File: config.mk
export PLATFORM = sky130hd
export DESIGN_NAME = reset_sequencer_flat
export DESIGN_NICKNAME = d
export VERILOG_FILES = /design/src/rtl/reset_sequencer_if.sv /design/src/rtl/reset_sequencer.sv /design/src/flat_wrapper.sv
export SDC_FILE = /design/constraint.sdc
export NUM_CORES = 1
export LEC_CHECK = 0
export ABC_CLOCK_PERIOD_IN_PS = 6800
export BUFFER_PORTS_ARGS = -buffer_cell sky130_fd_sc_hd__buf_2
export CORE_MARGIN = 1.5
export CORE_UTILIZATION = 40
export DETAILED_ROUTE_END_ITERATION = 8
export PLACE_DENSITY_LB_ADDON = 0.3
export SYNTH_ARGS = -nofsm -noshare
export SYNTH_HDL_FRONTEND = slang
export SYNTH_SLANG_ARGS = --single-unit
File: constraint.sdc
create_clock -name iClock -period 6.8 [get_ports iClock]
set_clock_uncertainty 0.15 [all_clocks]
set_input_delay 0.68 -clock iClock [delete_from_list [all_inputs] [get_ports iClock]]
set_output_delay 0.68 -clock iClock [all_outputs]
set_load 0.05 [all_outputs]
File: src/rtl/reset_sequencer_if.sv
// Reset-sequencer status/request bundle: soft-reset request in, per-channel resets and progress out.
// The sequencer side uses the slave modport; the consumer/controller side uses master.
interface reset_sequencer_if #(
    parameter int CHANNELS = 4
);
    localparam int STG_W = $clog2(CHANNELS + 1);

    logic                iSoftReset;
    logic [CHANNELS-1:0] oReset;
    logic [STG_W-1:0]    oStage;
    logic                oDone;

    modport master (output iSoftReset, input oReset, oStage, oDone);
    modport slave  (input iSoftReset, output oReset, oStage, oDone);
endinterface

File: src/rtl/reset_sequencer.sv
// Power-on reset sequencer: holds all channels, then releases them in index order STAGE_GAP apart.
// Optional macro RESET_SEQ_ORDERED_ASSERT_EN makes a soft reset re-assert channels in reverse order.
module reset_sequencer #(
    parameter int CHANNELS    = 4,
    parameter int HOLD_CYCLES = 65535,
    parameter int STAGE_GAP   = 16,
    parameter int CNT_W       = 16
) (
    input  logic             iClock,
    input  logic             iReset,
    reset_sequencer_if.slave bus
);
    localparam int STG_W = $clog2(CHANNELS + 1);
    localparam logic [CNT_W-1:0]    HOLD_T   = CNT_W'(HOLD_CYCLES);
    localparam logic [CNT_W-1:0]    GAP_T    = CNT_W'(STAGE_GAP);
    localparam logic [STG_W-1:0]    LAST_STG = STG_W'(CHANNELS - 1);
    localparam logic [CHANNELS-1:0] ONE      = CHANNELS'(1);

    typedef enum logic [1:0] {
        ST_HOLD,
        ST_STAGE,
        ST_RUN,
        ST_ASSERT
    } state_t;

    state_t           state;
    logic [CNT_W-1:0] cnt;
    logic [CNT_W-1:0] cntInc;
    logic [STG_W-1:0] stgDec;

    assign cntInc = cnt + 1'b1;
    assign stgDec = bus.oStage - 1'b1;

    always_ff @(posedge iClock) begin
        if (iReset) begin
            state      <= ST_HOLD;
            cnt        <= '0;
            bus.oReset <= '1;
            bus.oStage <= '0;
            bus.oDone  <= 1'b0;
        end else begin
            case (state)
                ST_HOLD: begin
                    if (bus.iSoftReset) begin
                        cnt <= '0;
                    end else if (cntInc == HOLD_T) begin
                        bus.oReset <= bus.oReset & ~ONE;
                        bus.oStage <= STG_W'(1);
                        cnt        <= '0;
                        if (CHANNELS == 1) begin
                            state     <= ST_RUN;
                            bus.oDone <= 1'b1;
                        end else begin
                            state <= ST_STAGE;
                        end
                    end else begin
                        cnt <= cntInc;
                    end
                end
                ST_STAGE, ST_RUN: begin
                    if (bus.iSoftReset) begin
                        cnt       <= '0;
                        bus.oDone <= 1'b0;
`ifdef RESET_SEQ_ORDERED_ASSERT_EN
                        // Re-assert the highest released channel now; the rest follow in ASSERT.
                        bus.oReset <= bus.oReset | (ONE << stgDec);
                        bus.oStage <= stgDec;
                        state      <= (stgDec == '0) ? ST_HOLD : ST_ASSERT;
`else
                        bus.oReset <= '1;
                        bus.oStage <= '0;
                        state      <= ST_HOLD;
`endif
                    end else if (state == ST_STAGE) begin
                        if (cntInc == GAP_T) begin
                            bus.oReset <= bus.oReset & ~(ONE << bus.oStage);
                            bus.oStage <= bus.oStage + 1'b1;
                            cnt        <= '0;
                            if (bus.oStage == LAST_STG) begin
                                state     <= ST_RUN;
                                bus.oDone <= 1'b1;
                            end
                        end else begin
                            cnt <= cntInc;
                        end
                    end
                end
`ifdef RESET_SEQ_ORDERED_ASSERT_EN
                ST_ASSERT: begin
                    // Soft-reset requests are deliberately ignored while walking back down.
                    if (cntInc == GAP_T) begin
                        bus.oReset <= bus.oReset | (ONE << stgDec);
                        bus.oStage <= stgDec;
                        cnt        <= '0;
                        if (stgDec == '0) begin
                            state <= ST_HOLD;
                        end
                    end else begin
                        cnt <= cntInc;
                    end
                end
`endif
                default: begin
                    state      <= ST_HOLD;
                    cnt        <= '0;
                    bus.oReset <= '1;
                    bus.oStage <= '0;
                    bus.oDone  <= 1'b0;
                end
            endcase
        end
    end
endmodule
File: src/flat_wrapper.sv
// flat-port wrapper written by rule: the top's interface ports become plain ports
module reset_sequencer_flat 
#(
    parameter int CHANNELS    = 4,
    parameter int HOLD_CYCLES = 65535,
    parameter int STAGE_GAP   = 16,
    parameter int CNT_W       = 16
)
  (iClock, iReset, bus_iSoftReset, bus_oReset, bus_oStage, bus_oDone);
  reset_sequencer_if #(.CHANNELS(CHANNELS)) bus_i ();
  input  logic iClock;
  input  logic iReset;
  input wire logic [$bits(bus_i.iSoftReset)-1:0] bus_iSoftReset;
  output wire logic [$bits(bus_i.oReset)-1:0] bus_oReset;
  output wire logic [$bits(bus_i.oStage)-1:0] bus_oStage;
  output wire logic [$bits(bus_i.oDone)-1:0] bus_oDone;
  assign bus_i.iSoftReset = bus_iSoftReset;
  assign bus_oReset = bus_i.oReset;
  assign bus_oStage = bus_i.oStage;
  assign bus_oDone = bus_i.oDone;
  reset_sequencer #(.CHANNELS(CHANNELS), .HOLD_CYCLES(HOLD_CYCLES), .STAGE_GAP(STAGE_GAP), .CNT_W(CNT_W)) u_core (.iClock(iClock), .iReset(iReset), .bus(bus_i));
endmodule
## After elaboration in Yosys (flattened, before gate mapping)

Index checks and enable logic that the tools add are counted.
W data, S select, Z words.

- Add/sub/neg operators: 2
- Equality and inequality tests: 10
- Shifts and indexed selects: 1
- Mux-type cells: 30
- Bitwise logic cells: 3
- Reductions and logical operators: 6

Operators with widths:

| cell | count |
|---|---|
| $mux W16 | 5 |
| $pmux W16 S2 | 1 |
| $add A16 B1 Y16 const B | 1 |
| $eq A16 B16 Y1 const B | 1 |
| $eq A16 B5 Y1 const B | 1 |
| $mux W4 | 4 |
| $mux W3 | 5 |
| $mux W2 | 6 |
| $ne A3 B2 Y1 const B | 3 |
| $pmux W4 S2 | 1 |
| $reduce_and A4 Y1 | 2 |
| $pmux W3 S2 | 1 |
| $mux W1 | 5 |
| $reduce_and A5 Y1 | 1 |
| $and A4 B4 Y4 | 1 |
| $not A4 Y4 | 1 |
| $pmux W2 S2 | 1 |
| $shl A1 B3 Y4 const A | 1 |
| $add A3 B1 Y3 const B | 1 |
| $eq A3 B2 Y1 const B | 1 |
| $reduce_and A3 Y1 | 1 |
| $eq A2 B1 Y1 const B | 1 |
| $eq A2 B2 Y1 const B | 1 |
| $logic_not A2 Y1 | 1 |
| other kinds (5) | 5 |

- Register bits: 26
- Output and inout bits: 8

## Depth between registers and ports, before layout

Gate-level depths: netlist of the first run.

- Depth after elaboration: 7
- Depth in mapped cells: 10
- Depth with buffers taken out: 9

## Least setup slack after synthesis of the first run

Ideal clock, no wire load.

- Path kind: register to register
- Start: register u_core.cnt[0]
- End: register u_core.bus.oStage[2]
- Library setup time: 70 ps
- Arrival: 2,540 ps
- Required time: 6,580 ps
- Path slack: 4,040 ps
- Stages on the path, launching flop included: 10
- Period minus slack after synthesis: 2,760 ps
- Cells stage by stage: dfxtp_1 ha_1 nand2_1 or4_2 nor4_1 and4_1 and3_1 o21ai_2 or4_1 a21oi_1

- Longest elaborated chain between the ends: 4
- Elaborated cells between the ends (all ways): 6
- Classes of those cells: 1 x add/sub; 4 x eq/ne; 1 x reduce/logical

Ends and longest elaborated chain:

| item | RTL line | source |
|---|---|---|
| start, declared | reset_sequencer.sv:27 | `logic [CNT_W-1:0] cnt;` |
| start signal, assigned | reset_sequencer.sv:57 | `cnt <= cntInc;` |
| start signal, assigned | reset_sequencer.sv:84 | `cnt <= cntInc;` |
| $add A16 B1 Y16 (*) | reset_sequencer.sv:31 | `assign cntInc = cnt + 1'b1;` |
| $eq A16 B5 Y1 / $eq A16 B16 Y1 (equally long branches) | reset_sequencer.sv:75, reset_sequencer.sv:46 |  |
| $ne A3 B2 Y1 (no line) / $ne A2 B1 Y1 (equally long branches) | - |  |
| $reduce_and A4 Y1 (no line) (*) | - |  |
| end signal, assigned | reset_sequencer.sv:77 | `bus.oStage <= bus.oStage + 1'b1;` |
| end, declared | reset_sequencer_if.sv:14 | `modport slave (input iSoftReset, output oReset, oStage, oDone);` |

Every way passes the cells marked *; elsewhere a longest branch is shown, timed or not.
A chain may end at the register's enable or synchronous reset.

## Worst setup path in the final report of the first run

- Start: register u_core.cnt[0]
- End: register u_core.cnt[8]

- Longest elaborated chain between the ends: 6
- Elaborated cells between the ends (all ways): 9
- Classes of those cells: 1 x add/sub; 2 x eq/ne; 6 x mux

Ends and longest elaborated chain:

| item | RTL line | source |
|---|---|---|
| $add A16 B1 Y16 (*) | reset_sequencer.sv:31 |  |
| $eq A16 B5 Y1 | reset_sequencer.sv:75 | `if (cntInc == GAP_T) begin` |
| $mux W16 | reset_sequencer.sv:75 |  |
| $mux W16 | reset_sequencer.sv:74 | `end else if (state == ST_STAGE) begin` |
| $mux W16 | reset_sequencer.sv:61 | `if (bus.iSoftReset) begin` |
| $pmux W16 S2 (*) | reset_sequencer.sv:42 | `case (state)` |

Every way passes the cells marked *; elsewhere a longest branch is shown, timed or not. The select of a mux whose other input is x is not followed.

==> results of run 1 <==
==> metal layers <==
layer,wire length (um),up-vias,global-route usage
met2,1580,33,0.261
met3,126,4,0.0372
met5,0,-,0
met4,45,0,0.0536
met1,1830,655,0.246
li1,-,708,-
==> sequential cells by signal (all words and copies together) (netlist names) <==
name / count
u_core.cnt: 16
u_core.bus.oReset: 4
u_core.bus.oStage: 3
u_core.state: 2
u_core.bus.oDone: 1
==> cell usage in the layout, fill, tap and decap left out, types with 3 or more instances in the layout <==
cell	synthesis	final
dfxtp_1	26	26
nand2_1	21	21
nor2_1	13	13
inv_1	11	11
ha_1	10	10
buf_2	3	10
nand3_1	8	8
a21oi_1	7	7
nand4_1	6	6
xnor2_1	6	6
xor2_1	6	6
o21ai_0	6	6
nor3_1	5	5
nor4_1	5	5
a31oi_1	4	4
a21o_1	3	3
clkbuf_8	0	3
==> power groups by stage <==
stage | sequential [mW] | clock (mW) | combinational [mW]
6_report | 0.154 | 0.0846 | 0.00870
3_5_place_dp | 0.157 | 0 | 0.00849
2_1_floorplan | 0.157 | 0 | 0.00574
5_1_grt | 0.154 | 0.0947 | 0.00954
3_3_place_gp | 0.157 | 0 | 0.00860
4_1_cts | 0.154 | 0.0904 | 0.00860
==> critical path: stages, from the launching register on <==
cell and delay (ns):
dfxtp_1 0.44, ha_1 0.27, nand2_1 0.16, or4_2 0.57, nor4_1 0.31, and4_1 0.29, a21oi_1 0.09, o211ai_1 0.53
or2_2 0.22, a31oi_1 0.07
==> through the flow <==
step | cells | area (um2) | util
floorplan | 190 | 1630 | -
global placement | 242 | 1700 | 0.428
detailed placement | 242 | 1700 | 0.428
CTS | 245 | 1740 | 0.439
global route | 245 | 1740 | 0.439
finish | 245 | 1740 | 0.439
==> synthesized netlist by cell type (4+ instances only) <==
cell      n
nor4_1    5
nor3_1    5
a21oi_1   7
ha_1     10
nand2_1  21
a31oi_1   4
dfxtp_1  26
nand4_1   6
xnor2_1   6
nor2_1   13
nand3_1   8
xor2_1    6
inv_1    11
o21ai_0   6
==> final cells by class <==
class                   instances  share of cell area
well taps                      50              0.0359
flip-flops and latches         26               0.299
inverters                      11              0.0237
multi-input cells             145               0.589
clock buffers                   3              0.0237
repair buffers                 10              0.0287
==> logic make-up after synthesis <==
logic type / synth area share
fa+ha+maj: 0.0766
compound gates: 0.181
simple gates: 0.293
xor+xnor: 0.0643
mux: 0.0130
buf+inv: 0.0536
flops: 0.319
==> worst max-delay path by stage <==
stage                                      end  slack (ns)  depth (start not counted)     startpoint
final                            u_core.cnt[8]        3.57                          9  u_core.cnt[0]
after global routing             u_core.cnt[8]        3.40                          9  u_core.cnt[0]
after CTS                        u_core.cnt[8]        3.61                          9  u_core.cnt[0]
after detailed placement         u_core.cnt[8]        3.65                          9  u_core.cnt[0]
after global placement           u_core.cnt[8]        3.63                          9  u_core.cnt[0]
after floorplan           u_core.bus.oStage[2]        4.04                          9  u_core.cnt[0]
==> flow_metrics.env, run 1 <==
export IMPL_status="finished clean"
export IMPL_netlist_top_cells_area="dfxtp_1, ha_1, nand2_1"
export IMPL_synth_seq_cells=26
export IMPL_r2r_end="u_core.cnt[8]"
export IMPL_clockBufferDepth=2
export IMPL_hpwlAfterDp_um=2550
export IMPL_grt_usage=0.174
export IMPL_pwr_share_seq=0.622
export IMPL_ys_warn_count=0
export IMPL_relSlewSlack=0.544
export IMPL_synth_net_count=203
export IMPL_syn_area_per_cell_um2=8.60
export IMPL_max_cap_viol_count=0
export IMPL_yosys_cell_types_count=53
export IMPL_regArea_um2=520
export IMPL_clock_power_share=0.343
export IMPL_setup_viol=0
export IMPL_sw_frac_of_total=0.210
export IMPL_netSwitchingPower_mw=0.0519
export IMPL_cts_hold_buffers=0
export IMPL_fin_setup_tns_ns=0
export IMPL_dr_pass1_iters=4
export IMPL_grt_max_degree=16
export IMPL_drive_gt1_frac=0.149
export IMPL_period_share=0.475
export IMPL_cts_buffers_inserted=3
export IMPL_grt_antenna_before_repair=0
export IMPL_maxSlewViolCount=0
export IMPL_core_area_um2=3970
export IMPL_die_h_um=66.9
export IMPL_ys_flop_type="dfxtp_1"
export IMPL_dieWidth_um=66.9
export IMPL_portBuffers=10
export IMPL_dieArea_um2=4480
export IMPL_drc=0
export IMPL_cp_end_kind="register"
export IMPL_setup_slack_ns=3.57
export IMPL_power_total_mw=0.247
export IMPL_min_period_ns=3.23
export IMPL_min_from="u_core.bus.oReset[1]"
export IMPL_power_leakage_nw=0.613
export IMPL_start_util=0.411
export IMPL_num_nets_final=210
export IMPL_synth_edff_count=0
export IMPL_cts_root_buf="clkbuf_8"
export IMPL_synthArstFlopShare=0
export IMPL_holdPathStages=1
export IMPL_hold_end="u_core.bus.oReset[1]"
export IMPL_cts_setup_buffers=0
export IMPL_rsz0062_at_grt="false"
export IMPL_worst_slew_pin_slew_ns=0.682
export IMPL_num_rows=23
export IMPL_cts_resized_gates=0
export IMPL_startpoint_type="register"
export IMPL_n_fill_cell=414
export IMPL_ios=11
export IMPL_ys_seq_area_frac=0.319
export IMPL_synth_largest_area_cell="dfxtp_1"
export IMPL_netlist_area_um2=1630
export IMPL_clk_latency_ns=0.26
export IMPL_power_frac_comb=0.035
export IMPL_hold_class="register to register"
export IMPL_synth_top_area_frac=0.319
export IMPL_gp_congestion=0.825
export IMPL_grt_remaining_overflow=0
export IMPL_grt_pass1_wl_um=5910
export IMPL_max_freq_ghz=0.310
export IMPL_reg2reg_slack_ns=3.57
export IMPL_power_density_nw_per_um2=142
export IMPL_ant_nets=0
export IMPL_cts_htree_levels=1
export IMPL_vias=1400
export IMPL_area_delta_synth_final_pct=6.58
export IMPL_worst_ep_required_time_ns=6.80
export IMPL_r2r_cells=9
export IMPL_place_ws_ns=3.65
export IMPL_avgViaCountPerCell=5.71
export IMPL_dr_first_iter_drc_count=62
export IMPL_critical_path_class="register to register"
export IMPL_critPathMaxFanout=7
export IMPL_netlist_instances=190
export IMPL_r2r_start="u_core.cnt[0]"
export IMPL_routed_wl_um=3580
export IMPL_finalHoldViolCount=0
export IMPL_wire_per_inst_um=14.6
export IMPL_diodes=0
export IMPL_fin_hold_ws_ns=0.302
export IMPL_clk_pin_slew_worst_paths_ns=0.08
export IMPL_cts_sinks=26
export IMPL_crit_arrival_ns=3.22
export IMPL_cts_tree="yes"
export IMPL_internal_power_mw=0.195
export IMPL_peakVddDrop_mv=0.101
export IMPL_grt_pass1_vias=1246
export IMPL_multi_input_area_um2=1030
Power figures use the tool's default switching activity.
==> run 2, diff against run 1 <==
--- a/config.mk
+++ b/config.mk
@@ -5,7 +5,7 @@
 export SDC_FILE = /design/constraint.sdc
 export NUM_CORES = 1
 export LEC_CHECK = 0
-export ABC_CLOCK_PERIOD_IN_PS = 6800
+export ABC_CLOCK_PERIOD_IN_PS = 3320
 export BUFFER_PORTS_ARGS = -buffer_cell sky130_fd_sc_hd__buf_2
 export CORE_MARGIN = 1.5
 export CORE_UTILIZATION = 40
==> constraint.sdc (replaced) <==
create_clock -name iClock -period 3.32 [get_ports iClock]
set_clock_uncertainty 0.15 [all_clocks]
set_input_delay 0.332 -clock iClock [delete_from_list [all_inputs] [get_ports iClock]]
set_output_delay 0.332 -clock iClock [all_outputs]
set_load 0.05 [all_outputs]
==> flow_metrics.env, run 2 (same netlist as run 1, synthesis figures left out) <==
export IMPL_status="finished clean"
export IMPL_max_stage_delay_ns=0.58
export IMPL_clk_pin_slew_worst_paths_ns=0.10
export IMPL_critical_path_class="register to register"
export IMPL_startpoint_type="register"
export IMPL_power_frac_comb=0.030
export IMPL_cp_end_kind="register"
export IMPL_dr_pass1_iters=4
export IMPL_placed_cell_area_um2=1730
export IMPL_min_period_ns=3.08
export IMPL_drive_gt1_frac=0.180
export IMPL_start_util=0.411
export IMPL_vias=1385
export IMPL_hpwlAfterDp_um=2610
export IMPL_routed_wl_um=3560
export IMPL_num_nets_final=214
export IMPL_dieArea_um2=4480
export IMPL_clock_power_share=0.446
export IMPL_rsz0062_at_grt="false"
export IMPL_grt_pass1_wl_um=5890
export IMPL_grt_antenna_before_repair=0
export IMPL_finalHoldViolCount=0
export IMPL_ant_nets=0
export IMPL_worst_ep_required_time_ns=3.38
export IMPL_cts_root_buf="clkbuf_8"
export IMPL_die_h_um=66.9
export IMPL_period_share=0.927
export IMPL_max_cap_viol_count=0
export IMPL_grt_usage=0.175
export IMPL_maxSlewViolCount=0
export IMPL_power_density_nw_per_um2=333
export IMPL_avgViaCountPerCell=5.54
export IMPL_cts_tree="yes"
export IMPL_setup_viol=0
export IMPL_clockBufferDepth=2
export IMPL_wire_per_inst_um=14.3
export IMPL_crit_chain="ha_2 > nand2_1 > or4_2 > nor4_1 > and4_1 > and3_1 > o21ai_2 > or4_1 > a21oi_1"
export IMPL_clk_latency_ns=0.28
export IMPL_relSlewSlack=0.666
export IMPL_diodes=0
export IMPL_worst_slew_pin_slew_ns=0.500
export IMPL_crit_arrival_ns=3.14
export IMPL_cts_sinks=26
export IMPL_utilization=0.455
export IMPL_max_freq_ghz=0.325
export IMPL_regMostFlops="u_core.cnt"
export IMPL_largest_reg_flops=16
export IMPL_design_area_um2=1810
export IMPL_power_leakage_nw=0.646
export IMPL_cts_buffers_inserted=3
export IMPL_sw_frac_of_total=0.201
export IMPL_gp_congestion=0.843
export IMPL_layout_common_cells="dfxtp_1, nand2_1, nor2_1"
export IMPL_internal_power_mw=0.481
export IMPL_num_rows=23
export IMPL_dr_first_iter_drc_count=81
export IMPL_grt_max_degree=16
export IMPL_final_common_cell="dfxtp_1"
export IMPL_slowest_stage="or4_2"
export IMPL_dieWidth_um=66.9
export IMPL_core_area_um2=3970
export IMPL_grt_remaining_overflow=0
export IMPL_critPathMaxFanout=8
export IMPL_fin_setup_tns_ns=0
export IMPL_portBuffers=10
export IMPL_reg_top3="u_core.cnt x16, u_core.bus.oReset x4, u_core.bus.oStage x3"
export IMPL_power_total_mw=0.601
export IMPL_hold_class="input pin to register"
export IMPL_drc=0
export IMPL_ios=11
export IMPL_netSwitchingPower_mw=0.121
export IMPL_pwr_share_seq=0.524
export IMPL_grt_pass1_vias=1247
export IMPL_cts_htree_levels=1
export IMPL_area_delta_synth_final_pct=10.5
export IMPL_peakVddDrop_mv=0.172
-- run 2: changes by cell type in the layout (fill, tap and decap cells not counted), sizes merged --
cell    delta
buf        +4
bufinv     +1
-- run 2: worst max-delay path: cells and delay by family (launching register included) --
family	cells	cell delay, ns
DFF	1	0.44
adders and majority gates	1	0.26
and+or+nand+nor	6	1.91
AOI/OAI and AO/OA	2	0.27
-- run 2: worst paths after layout --
check | startpoint | end | slack, ns | cells past startpoint
worst min-delay path | iReset | u_core.bus.oStage[1] | 0.25 | 2
worst max-delay path | u_core.cnt[1] | u_core.bus.oStage[2] | 0.24 | 9
worst max register to register | u_core.cnt[1] | u_core.bus.oStage[2] | 0.24 | 9
worst min register to register | u_core.bus.oReset[3] | u_core.bus.oReset[3] | 0.30 | 1
-- run 2: cell type report --
class,count,area (um2)
fillers,417,2170
repair buffers,14,80.1
clock inverters,1,30.0
flip-flops and latches,26,522
multi-input cells,145,1030
inverters,11,41.3
well taps,50,62.6
clock buffers,3,41.3
-- run 2: repair_timing --
action,CTS,global route
setup endpoints to repair,0,2
gates resized for setup,0,2
buffers inserted,0,0
hold buffers,0,0
-- run 2: routing by layer --
| layer | global-route usage | part of all wire | up-vias |
|---|---|---|---|
| met2 | 0.258 | 0.43 | 31 |
| met5 | 0 | 0 | - |
| li1 | - | - | 711 |
| met4 | 0.0765 | 0.020 | 0 |
| met3 | 0.0321 | 0.043 | 6 |
| met1 | 0.246 | 0.51 | 637 |
-- run 2: metrics by stage --
step	instances	setup WS, ns	hold slack [ns]
after global placement	246	0.298	0.280
after CTS	250	0.230	0.245
final	250	0.243	0.246
after floorplan	190	0.560	0.296
after global routing	250	0.0145	0.259
after detailed placement	246	0.268	0.284
-- run 2: power by group through the flow --
stage / registers (mW) / logic [mW] / clock network [mW]
2_1_floorplan: 0.322 / 0.0118 / 0
3_3_place_gp: 0.322 / 0.0183 / 0
3_5_place_dp: 0.322 / 0.0184 / 0
4_1_cts: 0.315 / 0.0184 / 0.277
5_1_grt: 0.315 / 0.0212 / 0.287
6_report: 0.315 / 0.0183 / 0.268
==> run 3, diff against run 2 <==
--- a/config.mk
+++ b/config.mk
@@ -5,11 +5,12 @@
 export SDC_FILE = /design/constraint.sdc
 export NUM_CORES = 1
 export LEC_CHECK = 0
-export ABC_CLOCK_PERIOD_IN_PS = 3320
-export BUFFER_PORTS_ARGS = -buffer_cell sky130_fd_sc_hd__buf_2
+export ABC_CLOCK_PERIOD_IN_PS = 3300
+export CAP_MARGIN = 20
 export CORE_MARGIN = 1.5
 export CORE_UTILIZATION = 40
 export DETAILED_ROUTE_END_ITERATION = 8
+export DONT_BUFFER_PORTS = 1
 export PLACE_DENSITY_LB_ADDON = 0.3
 export SYNTH_ARGS = -nofsm -noshare
 export SYNTH_HDL_FRONTEND = slang
==> constraint.sdc (replaced) <==
create_clock -name iClock -period 3.3 [get_ports iClock]
set_clock_uncertainty 0.15 [all_clocks]
set_input_delay 0.33 -clock iClock [delete_from_list [all_inputs] [get_ports iClock]]
set_output_delay 0.33 -clock iClock [all_outputs]
set_load 0.05 [all_outputs]
==> flow_metrics.env, run 3 (same netlist as run 1, synthesis figures left out) <==
export IMPL_hold_class="input pin to register"
export IMPL_cts_buffers_inserted=3
export IMPL_num_rows=23
export IMPL_gp_congestion=0.845
export IMPL_grt_pass1_vias=1269
export IMPL_die_h_um=66.9
export IMPL_largest_reg_flops=16
export IMPL_peakVddDrop_mv=0.171
export IMPL_regArea_um2=522
export IMPL_hold_end="u_core.cnt[3]"
export IMPL_reg2reg_slack_ns=0.24
export IMPL_cts_setup_buffers=0
export IMPL_num_nets_final=204
export IMPL_dr_pass1_iters=4
export IMPL_grt_antenna_before_repair=0
export IMPL_ios=11
export IMPL_setup_viol=0
export IMPL_max_stage_delay_ns=0.59
export IMPL_min_from="iReset"
export IMPL_n_fill_cell=397
export IMPL_power_density_nw_per_um2=342
export IMPL_drive_gt1_frac=0.126
export IMPL_routed_wl_um=3550
export IMPL_maxSlewViolCount=0
export IMPL_diodes=0
export IMPL_r2r_end="u_core.bus.oStage[2]"
export IMPL_slowest_stage="or4_2"
export IMPL_clockBufferDepth=2
export IMPL_max_cap_viol_count=0
export IMPL_placed_cell_area_um2=1670
export IMPL_place_ws_ns=0.235
export IMPL_dieArea_um2=4480
export IMPL_regMostFlops="u_core.cnt"
export IMPL_finalHoldViolCount=0
export IMPL_drc=0
export IMPL_cts_htree_levels=1
export IMPL_crit_chain="ha_1 > nand2_1 > or4_2 > nor4_1 > and4_1 > and3_1 > o21ai_2 > or4_1 > a21oi_1"
export IMPL_avgViaCountPerCell=5.63
export IMPL_grt_remaining_overflow=0
export IMPL_status="finished clean"
export IMPL_worst_slew_pin_slew_ns=0.596
export IMPL_grt_max_degree=16
export IMPL_power_leakage_nw=0.607
export IMPL_max_freq_ghz=0.326
export IMPL_worst_ep_required_time_ns=3.36
export IMPL_reg_top3="u_core.cnt x16, u_core.bus.oReset x4, u_core.bus.oStage x3"
export IMPL_dr_first_iter_drc_count=74
export IMPL_multi_input_area_um2=1030
export IMPL_portBuffers=0
export IMPL_vias=1352
export IMPL_cp_end_kind="register"
export IMPL_core_area_um2=3970
export IMPL_setup_slack_ns=0.237
export IMPL_grt_usage=0.172
export IMPL_relSlewSlack=0.602
export IMPL_clk_latency_ns=0.27
export IMPL_final_common_cell="dfxtp_1"
export IMPL_min_period_ns=3.06
export IMPL_cp_startpoint="u_core.cnt[1]"
export IMPL_area_delta_synth_final_pct=7.43
export IMPL_grt_pass1_wl_um=6000
export IMPL_r2r_cells=9
export IMPL_clk_pin_slew_worst_paths_ns=0.10
export IMPL_layout_common_cells="dfxtp_1, nand2_1, nor2_1"
export IMPL_dieWidth_um=66.9
export IMPL_ant_nets=0
export IMPL_design_area_um2=1760
export IMPL_period_share=0.928
export IMPL_cts_root_buf="clkbuf_8"
export IMPL_crit_arrival_ns=3.13
export IMPL_rsz0062_at_grt="false"
export IMPL_cts_tree="yes"
export IMPL_critical_path_class="register to register"
export IMPL_startpoint_type="register"
export IMPL_r2r_start="u_core.cnt[1]"
export IMPL_crit_family="simple AND/OR/NAND/NOR gates"
export IMPL_hpwlAfterDp_um=2570
export IMPL_fin_setup_tns_ns=0
export IMPL_start_util=0.411
export IMPL_holdPathStages=3
export IMPL_critPathMaxFanout=8
export IMPL_wire_per_inst_um=14.8
export IMPL_crit_buf_inv=0
export IMPL_cts_sinks=26
## run 3: what timing repair did
item	CTS	global route
endpoints found under the hold margin	6	0
gates resized for setup	0	1
endpoints found under the setup margin	0	1
hold buffers	1	0
## run 3: layout make-up
class,count,share of cell area
sequential,26,0.297
inverter,11,0.0235
clock inverter,1,0.0171
timing repair buffer,4,0.0185
multi-input combinational,145,0.584
clock buffer,3,0.0235
tap,50,0.0356
## run 3: how the worst max path moves through the flow
stage | to | depth (start not counted) | slack, ns
3_5_place_dp | u_core.state[0] | 8 | 0.24
4_1_cts | u_core.bus.oStage[2] | 9 | 0.22
6_report | u_core.bus.oStage[2] | 9 | 0.24
2_1_floorplan | u_core.bus.oStage[2] | 9 | 0.54
3_3_place_gp | u_core.bus.oStage[2] | 9 | 0.27
5_1_grt | u_core.bus.oStage[2] | 9 | 0.02
## run 3: per-layer routing
metal	vias to the layer above	share of wire	global-route usage
met5	-	0	0
met4	0	0.0068	0.0306
met3	2	0.035	0.0355
met2	25	0.45	0.278
met1	630	0.51	0.239
li1	695	-	-
## run 3: metrics by stage
| stage | hold slack (ns) | power, mW | cells | utilization |
|---|---|---|---|---|
| after floorplan | 0.296 | 0.335 | 190 | - |
| after global placement | 0.251 | 0.338 | 235 | 0.421 |
| after detailed placement | 0.253 | 0.338 | 235 | 0.421 |
| after CTS | 0.111 | 0.606 | 240 | 0.442 |
| after global routing | 0.131 | 0.621 | 240 | 0.442 |
| final | 0.116 | 0.600 | 240 | 0.442 |
## run 3: worst min-delay path: cells and delay by family
| family | cells | cell delay (ns) |
|---|---|---|
| AO/OA/AOI/OAI | 1 | 0.07 |
| AND/OR/NAND/NOR | 2 | 0.10 |
## run 3: power breakdown
part | switching [mW] | total (mW) | internal [mW]
combinational | 0.00964 | 0.0160 | 0.00635
sequential | 0.00200 | 0.317 | 0.315
clock | 0.105 | 0.268 | 0.162
